<file path="src/rtl/button_pkg.sv">
// button_pkg: shared constants and FSM state type for the button debouncer.
package button_pkg;
  localparam int NUM_BTN = 3;
  localparam int DEF_SAMPLE_DIV = 12000;
  localparam int DEF_STABLE_SAMPLES = 10;
  localparam int DEF_LONG_SAMPLES = 1000;
  typedef enum logic {ST_STABLE, ST_CHANGING} state_t;
endpackage

</file>
<file path="src/rtl/debounce_channel.sv">
// debounce_channel: one button's synchroniser, stable-sample FSM and edge pulses.
// The long-press hold counter exists only with BUTTON_DEBOUNCER_LONG_PRESS_EN defined.
module debounce_channel
  import button_pkg::*;
#(
  parameter int STABLE_SAMPLES = DEF_STABLE_SAMPLES,
  parameter int LONG_SAMPLES = DEF_LONG_SAMPLES
) (
  input  logic clk,
  input  logic rst_n,
  input  logic btn,
  input  logic tick,
  output logic level,
  output logic press,
  output logic rel,
  output logic held
);
  localparam int CW = $clog2(STABLE_SAMPLES + 1);
  localparam logic [CW-1:0] CNT_MAX = CW'(STABLE_SAMPLES);
  logic [1:0] sync;
  state_t state, state_d;
  logic [CW-1:0] cnt, cnt_d, nxt;
  logic diff, flip;
  if (STABLE_SAMPLES < 1 || LONG_SAMPLES < 1) begin : g_bad_cfg
    $error("debounce_channel: STABLE_SAMPLES and LONG_SAMPLES must be >= 1");
  end
  always_comb begin
    diff = tick && (sync[1] != level);
    nxt = (state == ST_STABLE) ? CW'(1) : cnt + 1'b1;
    flip = diff && (nxt == CNT_MAX);
    state_d = !tick ? state : (diff && !flip) ? ST_CHANGING : ST_STABLE;
    cnt_d = !tick ? cnt : (diff && !flip) ? nxt : '0;
  end
  always_ff @(posedge clk or negedge rst_n) begin
    if (!rst_n) begin
      sync <= '0;
      state <= ST_STABLE;
      cnt <= '0;
      level <= 1'b0;
      press <= 1'b0;
      rel <= 1'b0;
    end else begin
      sync <= {sync[0], btn};
      state <= state_d;
      cnt <= cnt_d;
      level <= level ^ flip;
      press <= flip && !level;
      rel <= flip && level;
    end
  end
`ifdef BUTTON_DEBOUNCER_LONG_PRESS_EN
  localparam int HW = $clog2(LONG_SAMPLES + 1);
  localparam logic [HW-1:0] HOLD_MAX = HW'(LONG_SAMPLES);
  logic [HW-1:0] hold;
  // Saturating at HOLD_MAX guarantees a single long pulse per press.
  always_ff @(posedge clk or negedge rst_n) begin
    if (!rst_n) begin
      hold <= '0;
      held <= 1'b0;
    end else begin
      held <= tick && level && (hold == HOLD_MAX - 1'b1);
      hold <= !level ? '0 : (tick && hold != HOLD_MAX) ? hold + 1'b1 : hold;
    end
  end
`else
  assign held = 1'b0;
`endif
endmodule

</file>
<file path="src/rtl/button_debouncer.sv">
// button_debouncer: shared sample-tick divider feeding NUM_BTN debounce channels.
// Long-press pulses are generated only with BUTTON_DEBOUNCER_LONG_PRESS_EN defined.
module button_debouncer
  import button_pkg::*;
#(
  parameter int SAMPLE_DIV = DEF_SAMPLE_DIV,
  parameter int STABLE_SAMPLES = DEF_STABLE_SAMPLES,
  parameter int LONG_SAMPLES = DEF_LONG_SAMPLES
) (
  input  logic CLK,
  input  logic RST_N,
  input  logic BTN1,
  input  logic BTN2,
  input  logic BTN3,
  output logic [NUM_BTN-1:0] BTN_LEVEL,
  output logic [NUM_BTN-1:0] BTN_PRESS,
  output logic [NUM_BTN-1:0] BTN_RELEASE,
  output logic [NUM_BTN-1:0] BTN_LONG
);
  localparam int TW = $clog2(SAMPLE_DIV);
  localparam logic [TW-1:0] DIV_LAST = TW'(SAMPLE_DIV - 1);
  logic [TW-1:0] div;
  logic tick;
  logic [NUM_BTN-1:0] btn;
  if (SAMPLE_DIV < 2) begin : g_bad_cfg
    $error("button_debouncer: SAMPLE_DIV must be >= 2");
  end
  assign tick = div == DIV_LAST;
  assign btn = {BTN3, BTN2, BTN1};
  always_ff @(posedge CLK or negedge RST_N) begin
    if (!RST_N) div <= '0;
    else div <= tick ? '0 : div + 1'b1;
  end
  for (genvar i = 0; i < NUM_BTN; i++) begin : g_ch
    debounce_channel #(
      .STABLE_SAMPLES(STABLE_SAMPLES),
      .LONG_SAMPLES(LONG_SAMPLES)
    ) u_ch (
      .clk(CLK),
      .rst_n(RST_N),
      .btn(btn[i]),
      .tick(tick),
      .level(BTN_LEVEL[i]),
      .press(BTN_PRESS[i]),
      .rel(BTN_RELEASE[i]),
      .held(BTN_LONG[i])
    );
  end
endmodule
</file>
<file path="config.mk">
export PLATFORM = sky130hd
export DESIGN_NAME = button_debouncer
export DESIGN_NICKNAME = d
export VERILOG_FILES = /design/src/rtl/button_pkg.sv /design/src/rtl/debounce_channel.sv /design/src/rtl/button_debouncer.sv
export SDC_FILE = /design/constraint.sdc
export NUM_CORES = 1
export LEC_CHECK = 0
export CORE_ASPECT_RATIO = 0.5
export CORE_MARGIN = 10
export CORE_UTILIZATION = 62
export DETAILED_ROUTE_END_ITERATION = 12
export GPL_TIMING_DRIVEN = 1
export PLACE_DENSITY = 0.93
export SLEW_MARGIN = 20
export SYNTH_ARGS = -nofsm -noshare
export SYNTH_HDL_FRONTEND = slang
export SYNTH_HIERARCHICAL = 1
export SYNTH_SLANG_ARGS = --single-unit
</file>
<file path="constraint.sdc">
create_clock -name CLK -period 4.8 [get_ports CLK]
set_input_delay 0.96 -clock CLK [delete_from_list [all_inputs] [get_ports CLK]]
set_output_delay 0.96 -clock CLK [all_outputs]
set_load 0.02 [all_outputs]
</file>
==> reports/metrics.csv <==
stage,metric,value,unit
floorplan,fp-row-count,15,
layout,n_antenna_cell,0,
routing,drtIter0Drc,110,
global_route,grt_use_met2,25.1,%
pwr,vdd_ir_drop_max,0.161,mV
outcome,status,finished clean,
floorplan,die-area,6400,um2
routing,route.detailed.drc,0,
run,cap_viol_max_count,0,
logic_synthesis,synth_top_area_share,50.8,%
logic_synthesis,async_flop_share,100,%
global_route,grt_pass1_wl,7150,um
logic_synthesis,syn_inst,214,
global_route,grt_start_max_net_pins,45,
global_route,track_usage,13.6,%
clock_tree,post-cts-setup-buffers,0,
logic_synthesis,synth.avg_cell_area,10.1,um2
logic_synthesis,synth_top_flop_cell,dfrtp_1,
clock_tree,clk_pin_slew,0.08,ns
layout,drive_gt1_share,6.09,%
logic_synthesis,synth_area_leader_cell,dfrtp_1,
timing,relSlewSlack,36.6,%
floorplan,die_w,104,um
critical_path,end_kind,flip-flop,
timing,setup_violations,0,
timing,fin_tns_setup,0,ns
critical_path,cp.required,5.04,ns
place,routabilityCongestion,0.820,
global_route,antenna_found_initial,0,
routing,via_per_inst,5.73,
clock_tree,cts_htree_levels,2,
place,port_buffers,13,
routing,routedWlPerCell,14.4,um
timing,worst_pin_slew,0.951,ns
clock_tree,cts.sink_count,44,
clock_tree,cts_hold_buf,0,
clock_tree,cts.repair.resized,0,
critical_path,critPathMaxFanout,30,
global_route,use_met1,14.4,%
pwr,power_density,272,nW/um2
timing,worst_clock_skew,0.00679,ns
logic_synthesis,synth.distinct_cells,31,
critical_path,critical_path_arrival,2.63,ns
logic_synthesis,synth_edf_count,0,
global_route,first_global_vias,1620,
clock_tree,cts_tree,yes,
timing,maxSlewViolCount,0,
timing,clock.fmax,0.418,GHz
timing,fin_crit_sh,49.8,%
routing,ant_nets,0,
layout,nets,245,
clock_tree,root_buffer,clkbuf_8,
timing,rsz0062_at_grt,no,
global_route,grt_use_met3,3.81,%
layout,fillers,208,
pwr,leakage,1.03,nW
clock_tree,cts.path.max_buffers,2,
timing,hold_viol_final,0,
critical_path,crit_path_start_kind,flip-flop,
pwr,total_power,0.664,mW
global_route,grt.busiest_layer,met2,
floorplan,core-area,3400,um2
global_route,grt-ovfl-total,0,
layout,final_cell_mix,"dfrtp_1 (44), nand3_1 (21), inv_1 (18), nor2_1 (16), nand2_1 (14)",
layout,mostFrequentLayoutCell,dfrtp_1,
logic_synthesis,ys_seq_area_share,50.8,%
logic_synthesis,synth_area_leaders,"dfrtp_1 (51%), ha_1 (6.4%), nand3_1 (4.8%), xor2_1 (4.4%), xnor2_1 (3.6%)",
routing,drt_wl_total,4050,um
routing,vias,1611,
place,dp_hpwl,2880,um
logic_synthesis,ys_ff_latch,44,
logic_synthesis,ys_warn_count,6,
clock_tree,cts_buffers,5,
floorplan,start_util,63.8,%
floorplan,boundaryPins,17,
logic_synthesis,synth.cell_area,2170,um2
routing,drtPass1Iterations,4,
min_path,hold_path.class,reg2reg,
layout,syn_to_final_growth,12.6,%
floorplan,die_h,61.8,um
timing,layout_min_cycle_time,2.39,ns
critical_path,crit_type,reg2reg,
logic_synthesis,syn_nets,230,
clock_tree,clock_latency,0.30,ns
-- final cells by class --
type / instances / area (um2) / share of cell area [%]
clock buffers: 6 / 72.6 / 2.97
clock inverters: 2 / 35.0 / 1.44
inverters: 18 / 67.6 / 2.77
multi-input cells: 146 / 967 / 39.6
flip-flops and latches: 44 / 1100 / 45.1
well taps: 51 / 63.8 / 2.62
repair buffers: 14 / 133 / 5.44
-- stage by stage --
stage | util [%] | setup WS (ns) | std cells | hold WS, ns | cell area [um2]
2_1_floorplan | - | 2.66 | 214 | 0.331 | 2170
3_3_place_gp | 68.7 | 2.60 | 273 | 0.332 | 2330
3_5_place_dp | 68.7 | 2.44 | 273 | 0.335 | 2330
4_1_cts | 71.8 | 2.42 | 281 | 0.353 | 2440
5_1_grt | 71.8 | 2.32 | 281 | 0.362 | 2440
6_report | 71.8 | 2.41 | 281 | 0.350 | 2440
-- registers in the layout, summed over array words and instances, names as in the netlist --
register and cells:
div 14, g_ch.u_ch/cnt 12, g_ch.u_ch/sync 6, g_ch.u_ch/level 3, g_ch.u_ch/press 3, g_ch.u_ch/rel 3, g_ch.u_ch/state 3
-- per-layer routing --
layer	vias up	share of wire, %
met5	-	0
met4	0	2.3
met3	11	4.6
met2	53	50
met1	780	43
li1	767	-
-- kinds of logic after synthesis --
| family | count (synthesis) | share of synthesized area [%] |
|---|---|---|
| fa+ha+maj | 11 | 6.35 |
| other cells | 3 | 0.520 |
| buf+inv | 24 | 4.85 |
| compound gates | 25 | 7.16 |
| flops | 44 | 50.8 |
| simple gates | 84 | 20.8 |
| mux | 3 | 1.39 |
| xor+xnor | 20 | 8.08 |
-- worst max-delay path, stage by stage (launching register included) --
cell and delay [ns]:
dfrtp_1 0.44, or4b_2 0.71, nor4_2 0.16, buf_4 0.33, nand4_1 0.17, nor2_1 0.19, ha_1 0.27, inv_1 0.06
-- worst paths after layout --
path,start,slack (ns),cells after the start,to
worst max-delay path,div[5],2.41,7,g_ch[1].u_ch/level
worst min-delay path,g_ch[1].u_ch/sync[0],0.35,0,g_ch[1].u_ch/sync[1]
worst max register to register,div[5],2.41,7,g_ch[1].u_ch/level
worst min register to register,g_ch[1].u_ch/sync[0],0.35,0,g_ch[1].u_ch/sync[1]
max in group asynchronous,RST_N,3.40,1,g_ch[2].u_ch/press
min in group asynchronous,RST_N,0.80,1,g_ch[0].u_ch/cnt[2]
-- synthesized netlist by cell type (6+ instances only) --
| cell type | instances |
|---|---|
| ha_1 | 11 |
| inv_1 | 18 |
| o21ai_0 | 9 |
| dfrtp_1 | 44 |
| xor2_1 | 11 |
| nor2_1 | 16 |
| nand3_1 | 21 |
| o22ai_1 | 6 |
| and2_1 | 6 |
| xnor2_1 | 9 |
| nand4_1 | 11 |
| nand2_1 | 14 |
-- power breakdown --
part	switching, mW	total [mW]	internal, mW
logic	0.0110	0.0139	0.00296
registers	0.000810	0.374	0.373
clock network	0.122	0.276	0.154
total	0.134	0.664	0.530
Power figures use the tool's default switching activity.
